==> src/rtl/rr_decode_arbiter_pkg.sv <==
// Shared constants for the round-robin decode arbiter: owner-state encoding
// and the width of the tenure hold counter.
package rr_decode_arbiter_pkg;

  localparam logic ST_IDLE = 1'b0;
  localparam logic ST_BUSY = 1'b1;

  localparam int HOLD_W = 8;

endpackage

==> src/rtl/decParamEnable.sv <==
// n-to-2**n enable decoder: drives the single output bit selected by 'in'
// while 'enable' is high, all zeros otherwise.
module decParamEnable #(
  parameter int n = 2
) (
  input  logic [n-1:0]      in,
  input  logic              enable,
  output logic [(1<<n)-1:0] out
);

  always_comb begin
    out = '0;
    if (enable) out[in] = 1'b1;
  end

endmodule

==> src/rtl/rr_decode_arbiter.sv <==
// Round-robin arbiter over 2**N requesters with tenure hold, explicit release
// and optional MAX_HOLD timeout; the one-hot grant is decoded from registered owner state.
module rr_decode_arbiter
  import rr_decode_arbiter_pkg::*;
#(
  parameter int N        = 2,
  parameter int MAX_HOLD = 16
) (
  input  logic              clk,
  input  logic              rst,
  input  logic [(1<<N)-1:0] req,
  // 'release' is a reserved word, so the owner's release strobe is named owner_release.
  input  logic              owner_release,
  output logic [(1<<N)-1:0] grant,
  output logic              grant_valid,
  output logic [N-1:0]      grant_idx,
  output logic              timeout
);

  localparam int NR = 1 << N;
  localparam bit HOLD_EN = (MAX_HOLD != 0);
  localparam logic [HOLD_W-1:0] HOLD_LAST = HOLD_W'(MAX_HOLD - 1);
  localparam logic [N-1:0] ONE = N'(1);

  // Handshake: req[i] is a level; a requester keeps it high for the whole
  // tenure it wants, and the owner may end early with a one-cycle owner_release.
  logic                busy, busy_n;
  logic [N-1:0]        owner, owner_n;
  logic [N-1:0]        ptr, ptr_n;
  logic [HOLD_W-1:0]   hold_cnt, hold_n;
  logic                timeout_n;
  logic                owner_gone;
  logic                hold_exp;
  logic [NR-1:0]       pending;
  logic [N-1:0]        owner_inc;

  // First asserted request at or above p, wrapping modulo NR.
  function automatic logic [N-1:0] pick(input logic [N-1:0] p, input logic [NR-1:0] r);
    logic [N-1:0] idx;
    logic         found;
    pick  = p;
    found = 1'b0;
    for (int i = 0; i < NR; i++) begin
      idx = p + N'(i);
      if (!found && r[idx]) begin
        pick  = idx;
        found = 1'b1;
      end
    end
  endfunction

  always_comb begin
    busy_n     = busy;
    owner_n    = owner;
    ptr_n      = ptr;
    hold_n     = hold_cnt;
    timeout_n  = 1'b0;
    owner_inc  = owner + ONE;
    owner_gone = owner_release | ~req[owner];
    hold_exp   = HOLD_EN && (hold_cnt == HOLD_LAST);
    pending    = req;
    case (busy)
      ST_IDLE: begin
        if (|req) begin
          busy_n  = ST_BUSY;
          owner_n = pick(ptr, req);
          hold_n  = '0;
        end
      end
      ST_BUSY: begin
        if (owner_gone || hold_exp) begin
          ptr_n = owner_inc;
          // A timed-out owner stays eligible; one that let go does not.
          if (owner_gone) pending[owner] = 1'b0;
          else            timeout_n      = 1'b1;
          if (|pending) begin
            owner_n = pick(owner_inc, pending);
            hold_n  = '0;
          end else begin
            busy_n = ST_IDLE;
          end
        end else begin
          hold_n = hold_cnt + 1'b1;
        end
      end
      default: busy_n = ST_IDLE;
    endcase
  end

  always_ff @(posedge clk) begin
    if (rst) begin
      busy     <= ST_IDLE;
      owner    <= '0;
      ptr      <= '0;
      hold_cnt <= '0;
      timeout  <= 1'b0;
    end else begin
      busy     <= busy_n;
      owner    <= owner_n;
      ptr      <= ptr_n;
      hold_cnt <= hold_n;
      timeout  <= timeout_n;
    end
  end

  decParamEnable #(.n(N)) u_dec (
    .in     (owner),
    .enable (busy),
    .out    (grant)
  );

  assign grant_valid = busy;
  assign grant_idx   = owner;

endmodule

==> config.mk <==
export PLATFORM = sky130hd
export DESIGN_NAME = rr_decode_arbiter
export DESIGN_NICKNAME = d
export VERILOG_FILES = /design/src/rtl/rr_decode_arbiter_pkg.sv /design/src/rtl/decParamEnable.sv /design/src/rtl/rr_decode_arbiter.sv
export SDC_FILE = /design/constraint.sdc
export NUM_CORES = 1
export LEC_CHECK = 0
export CORE_ASPECT_RATIO = 0.5
export CORE_MARGIN = 4
export CORE_UTILIZATION = 28
export CTS_CLUSTER_DIAMETER = 60
export DETAILED_ROUTE_END_ITERATION = 16
export GPL_TIMING_DRIVEN = 0
export PLACE_DENSITY = 0.5
export SYNTH_ARGS = -nofsm -noshare
export SYNTH_HDL_FRONTEND = slang
export SYNTH_SLANG_ARGS = --single-unit
==> constraint.sdc <==
create_clock -name clk -period 3.4 [get_ports clk]
set_input_delay 0.68 -clock clk [delete_from_list [all_inputs] [get_ports clk]]
set_output_delay 0.68 -clock clk [all_outputs]
set_load 0.05 [all_outputs]
==> flow_metrics.env, run 1 <==
export IMPL_status="complete, no violations"
export IMPL_synth_fp_nets=175
export IMPL_irDropWorstVdd_mv=0.155
export IMPL_worst_skew_pair_late_latency_ps=250
export IMPL_cts_tree="yes"
export IMPL_layout_common_cells="15 x nor2_1, 14 x dfxtp_1, 12 x a21oi_1, 12 x clkdlybuf4s50_1, 8 x nand2_1"
export IMPL_final_period_minus_worst_setup_slack_ps=3210
export IMPL_cts_setup_buffers=0
export IMPL_drtAntennaViolNets=0
export IMPL_yosys_warnings=0
export IMPL_grt_pass1_vias=1240
export IMPL_layout_commonest_cell="nor2_1"
export IMPL_cp_start_kind="flop"
export IMPL_synth_edff_count=0
export IMPL_slew_viol_final=0
export IMPL_antenna_found_initial=0
export IMPL_place_gp_congestion=0.811
export IMPL_port_buffers=12
export IMPL_hold_viol=0
export IMPL_fmax_ghz=0.311
export IMPL_setup_viol_count_final=0
export IMPL_netlist_area_um2=1280
export IMPL_synthArstFlopShare_pct=0
export IMPL_ctsHoldBuffers=0
export IMPL_holdWs_ps=478
export IMPL_drt_initial_drc_count=41
export IMPL_synth_cells=163
export IMPL_core_um2=4400
export IMPL_crit_path_end_kind="output pin"
export IMPL_clk_pin_slew_ps=60
export IMPL_setup_tns_ps=0
export IMPL_clock_path_buffers=2
export IMPL_via_per_inst=5.55
export IMPL_leakage_nw=0.518
export IMPL_max_cap_viol_count=0
export IMPL_ys_seq_area_share_pct=21.9
export IMPL_cts_root_buf="clkbuf_8"
export IMPL_rows=17
export IMPL_worst_ep_arrival_time_ps=2530
export IMPL_p_per_area_nw_per_um2=447
export IMPL_die_area_um2=5770
export IMPL_finalWorstSetupSlack_ps=189
export IMPL_dp_hpwl_um=2660
export IMPL_diodes=0
export IMPL_wire_per_inst_um=15.3
export IMPL_synthFlopType="dfxtp_1"
export IMPL_die_width_um=104
export IMPL_hold_class="flop to flop"
export IMPL_skew_ps=2.40
export IMPL_die_h_um=55.8
export IMPL_grt_max_degree=13
export IMPL_drc=0
export IMPL_fin_crit_sh_pct=94.4
export IMPL_synth_cell_types=55
export IMPL_preCtsSetupSlack_ps=306
export IMPL_worst_slew_pin_transition_ps=501
export IMPL_rsz0062_at_grt="false"
export IMPL_numCtsBuffers=3
export IMPL_relSlewSlack_pct=66.5
export IMPL_clock_sinks=14
export IMPL_routed_wl_um=3610
export IMPL_htreeDepth=1
export IMPL_vias=1310
export IMPL_start_util_pct=29.0
export IMPL_ios=15
export IMPL_area_growth_pct=19.3
export IMPL_fillers=477
export IMPL_final_nets=192
export IMPL_drive_above_1_share_pct=11.7
export IMPL_crit_required_ps=2720
export IMPL_post_cts_resized=0
export IMPL_ys_ff_latch=14
export IMPL_worstSetupPathType="flop to output pin"
export IMPL_grt_ovfl_total=0
export IMPL_firstDrtPassIters=4
export IMPL_grt_usage_pct=12.9
export IMPL_grt_pass1_wl_um=6150
export IMPL_p_total_uw=681
export IMPL_path_max_fanout=10
export IMPL_syn_avg_cell_area_um2=7.84
[worst paths after layout]
check	slack, ps	from	end	cells past startpoint
max	190	grant_idx[0]$_SDFFE_PP0P_	grant[2]	6
min	480	hold_cnt[7]$_SDFFE_PP0P_	hold_cnt[7]$_SDFFE_PP0P_	2
max reg2reg	300	grant_idx[0]$_SDFFE_PP0P_	grant_idx[0]$_SDFFE_PP0P_	10
min reg2reg	480	hold_cnt[7]$_SDFFE_PP0P_	hold_cnt[7]$_SDFFE_PP0P_	2
[worst max-delay path: stages (launching register included)]
cell and delay (ps):
dfxtp_1 510, buf_2 280, buf_2 240, inv_1 120, ha_1 260, and2_1 170
clkdlybuf4s50_1 690
[cell type report]
type / count / area, um2 / area share, %
inverter: 5 / 18.8 / 1.23
clock buffer: 4 / 55.1 / 3.61
buffer: 11 / 50.0 / 3.28
timing repair buffer: 12 / 120 / 7.88
multi-input combinational: 133 / 928 / 60.9
sequential: 14 / 280 / 18.4
tap: 57 / 71.3 / 4.68
[metrics by stage]
stage               util, %  instance area (um2)  instances
floorplan                 -                 1280        163
global placement       33.4                 1470        232
detailed placement     33.4                 1470        232
CTS                    34.6                 1520        236
global route           34.6                 1520        236
finish                 34.6                 1520        236
[cells by family after synthesis]
logic type	synth area share, %
buf+inv	5.39
flops	21.9
compound gates	34.7
mux	2.84
simple gates	29.6
fa+ha+maj	4.90
xor+xnor	0.686
[sequential cells by signal, summed over array words and instances (netlist names)]
name / flops
grant_idx: 2
grant_valid: 1
hold_cnt: 8
ptr: 2
timeout: 1
[cell usage after synthesis, drive strengths merged (5+ instances only)]
library cell,n,area share (%)
nand2,8,2.4
ha,5,4.9
nor2,15,4.4
buf,5,2.2
o21ai,7,2.7
clkbuf,6,1.8
nand2b,5,2.4
inv,5,1.5
nor2b,7,3.4
and2,6,3.1
a21oi,12,4.7
dfxtp,14,22
[metal layers]
| metal | part of all wire (%) | up-vias | track usage (%) |
|---|---|---|---|
| met2 | 46 | 29 | 21.3 |
| met5 | 0 | - | 0 |
| li1 | - | 652 | - |
| met3 | 4.3 | 4 | 1.16 |
| met1 | 49 | 625 | 17.9 |
| met4 | 0.97 | 0 | 4.36 |
[where the power goes]
part           total, mW  internal [mW]  switching [mW]
logic              0.320          0.125           0.196
clock network      0.166          0.103          0.0635
registers          0.194          0.175          0.0195
Note: power is estimated with default switching activity, not from simulation.
==> run 2, diff against run 1 <==
--- a/config.mk
+++ b/config.mk
@@ -5,13 +5,15 @@
 export SDC_FILE = /design/constraint.sdc
 export NUM_CORES = 1
 export LEC_CHECK = 0
+export CELL_PAD_IN_SITES_DETAIL_PLACEMENT = 1
+export CELL_PAD_IN_SITES_GLOBAL_PLACEMENT = 1
 export CORE_ASPECT_RATIO = 0.5
 export CORE_MARGIN = 4
 export CORE_UTILIZATION = 28
 export CTS_CLUSTER_DIAMETER = 60
 export DETAILED_ROUTE_END_ITERATION = 16
 export GPL_TIMING_DRIVEN = 0
-export PLACE_DENSITY = 0.5
+export PLACE_DENSITY = 0.62
 export SYNTH_ARGS = -nofsm -noshare
 export SYNTH_HDL_FRONTEND = slang
 export SYNTH_SLANG_ARGS = --single-unit
==> run 2 against run 1 <==
  * Via count up 1.1%
  * Fmax down 0.94%
  * Largest power group unchanged
  * Critical path depth unchanged
  * Register-to-register slack better by 50 ps
  * Non-clock buffer count unchanged
  * Wire length up 4.0%
  * Sequential power about the same
  * Highest routed layer unchanged
  * Critical endpoint unchanged
  * Final area unchanged
  * Sequential cell count unchanged
  * Critical path type unchanged
  * Clock-buffer cell count unchanged
  * Clock power about the same
==> flow_metrics.env, run 2 (synthesis results as in run 1) <==
export IMPL_status="complete, no violations"
export IMPL_setup_viol_count_final=0
export IMPL_drc=0
export IMPL_whs_path_depth=2
export IMPL_crit_required_ps=2720
export IMPL_p_total_uw=683
export IMPL_path_max_fanout=10
export IMPL_fin_util_pct=34.6
export IMPL_fin_crit_sh_pct=95.3
export IMPL_r2r_cells=10
export IMPL_fillers=535
export IMPL_via_per_inst=5.61
export IMPL_regMostFlops="hold_cnt"
export IMPL_area_growth_pct=19.3
export IMPL_r2r_start="grant_idx[0]$_SDFFE_PP0P_"
export IMPL_drive_above_1_share_pct=11.7
export IMPL_r2r_end="grant_idx[0]$_SDFFE_PP0P_"
export IMPL_internal_power_uw=403
export IMPL_max_cap_viol_count=0
export IMPL_largest_reg_flops=8
export IMPL_relSlewSlack_pct=66.4
export IMPL_rows=17
export IMPL_drt_initial_drc_count=21
export IMPL_cp_slowest_stage_delay_ps=690
export IMPL_irDropWorstVdd_mv=0.262
export IMPL_clkPwrFrac_pct=24.2
export IMPL_cp_slowest_cell="clkdlybuf4s50_1"
export IMPL_cts_setup_buffers=0
export IMPL_clock_sinks=14
export IMPL_vias=1324
export IMPL_fmax_ghz=0.309
export IMPL_htreeDepth=1
export IMPL_ctsHoldBuffers=0
export IMPL_port_buffers=12
export IMPL_layout_common_cells="15 x nor2_1, 14 x dfxtp_1, 12 x a21oi_1, 12 x clkdlybuf4s50_1, 8 x nand2_1"
export IMPL_holdWs_ps=477
export IMPL_numCtsBuffers=3
export IMPL_crit_buf_inv=4
export IMPL_hold_class="flop to flop"
export IMPL_routed_wl_um=3760
export IMPL_min_to="hold_cnt[7]$_SDFFE_PP0P_"
export IMPL_instances_no_fill=236
export IMPL_worst_skew_pair_late_latency_ps=250
export IMPL_skew_ps=2.66
export IMPL_cp_common_cell="buf_2"
export IMPL_grt_pass1_vias=1252
export IMPL_slew_viol_final=0
export IMPL_final_period_minus_worst_setup_slack_ps=3240
export IMPL_seqPwrFrac_pct=28.5
export IMPL_core_um2=4400
export IMPL_antenna_found_initial=0
export IMPL_p_per_area_nw_per_um2=448
export IMPL_start_util_pct=29.0
export IMPL_firstDrtPassIters=4
export IMPL_dp_hpwl_um=2850
export IMPL_leakage_nw=0.518
export IMPL_dp_cells=232
export IMPL_clock_path_buffers=2
export IMPL_die_width_um=104
export IMPL_cts_root_buf="clkbuf_8"
export IMPL_drtAntennaViolNets=0
export IMPL_crit_path_end_kind="output pin"
export IMPL_clk_pin_slew_ps=60
export IMPL_setup_tns_ps=0
export IMPL_grt_ovfl_total=0
export IMPL_crit_path_cell_trace="buf_2, buf_2, inv_1, ha_1, and2_1, clkdlybuf4s50_1"
export IMPL_die_area_um2=5770
export IMPL_cts_tree="yes"
export IMPL_layout_commonest_cell="nor2_1"
export IMPL_p_sw_uw=280
export IMPL_crit_family="buffers and inverters"
export IMPL_crit_start="grant_idx[0]$_SDFFE_PP0P_"
export IMPL_grt_pass1_wl_um=6380
export IMPL_grt_usage_pct=13.3
export IMPL_final_nets=192
export IMPL_worstSetupPathType="flop to output pin"
export IMPL_hold_start="hold_cnt[7]$_SDFFE_PP0P_"
export IMPL_grt_max_degree=13
export IMPL_swShare_pct=41.0
export IMPL_wire_per_inst_um=15.9
export IMPL_hold_viol=0
export IMPL_r2r_setup_slack_ps=350
export IMPL_diodes=0
export IMPL_rsz0062_at_grt="false"
export IMPL_cp_start_kind="flop"
export IMPL_ios=15
export IMPL_worst_ep_arrival_time_ps=2560
export IMPL_die_h_um=55.8
export IMPL_post_cts_resized=0
export IMPL_worst_slew_pin_transition_ps=503
export IMPL_p_comb_share_pct=47.3
export IMPL_place_gp_congestion=0.817
==> run 2: cell counts in the layout (fill, tap and decap cells not counted) <==
Identical to the previous run, type by type.
==> run 2: worst max-delay path by stage <==
stage,endpoint,slack [ps],depth (start not counted)
2_1_floorplan,grant_idx[0]$_SDFFE_PP0P_,540,10
3_3_place_gp,hold_cnt[2]$_SDFFE_PP0P_,350,8
3_5_place_dp,hold_cnt[6]$_SDFFE_PP0P_,340,8
4_1_cts,grant[2],160,6
5_1_grt,grant[2],30,6
6_report,grant[2],160,6
==> run 2: worst register-to-register path, delay by kind of cell (launching register included) <==
| family | cells | cell delay [ps] |
|---|---|---|
| AOI/OAI and AO/OA | 3 | 760 |
| and+or+nand+nor | 2 | 370 |
| buffers and inverters | 4 | 1030 |
| adders and majority gates | 1 | 290 |
| DFF | 1 | 520 |
==> run 2: power by group through the flow <==
stage	Sequential (mW)	Clock, mW	Combinational [mW]
after floorplan	0.214	0	0.216
after global placement	0.198	0	0.319
after detailed placement	0.198	0	0.322
after CTS	0.194	0.173	0.324
after global routing	0.197	0.179	0.353
final	0.195	0.166	0.323
==> run 2: per-layer routing <==
metal	global-route usage, %	vias up	wire (um)
met2	22.2	5	1780
met3	2.55	4	52
met4	2.27	0	23
li1	-	650	-
met5	0	-	0
met1	18.2	665	1900
==> run 2: final cells by class <==
class / instances / area, um2 / area share (%)
multi-input cells: 133 / 928 / 60.9
flip-flops and latches: 14 / 280 / 18.4
repair buffers: 12 / 120 / 7.88
well taps: 57 / 71.3 / 4.68
clock buffers: 4 / 55.1 / 3.61
plain buffers: 11 / 50.0 / 3.28
inverters: 5 / 18.8 / 1.23
==> run 2: metrics by stage <==
stage | setup slack, ps | cell area (um2)
floorplan | 536 | 1280
global placement | 347 | 1470
detailed placement | 343 | 1470
CTS | 160 | 1520
global route | 29.5 | 1520
finish | 159 | 1520
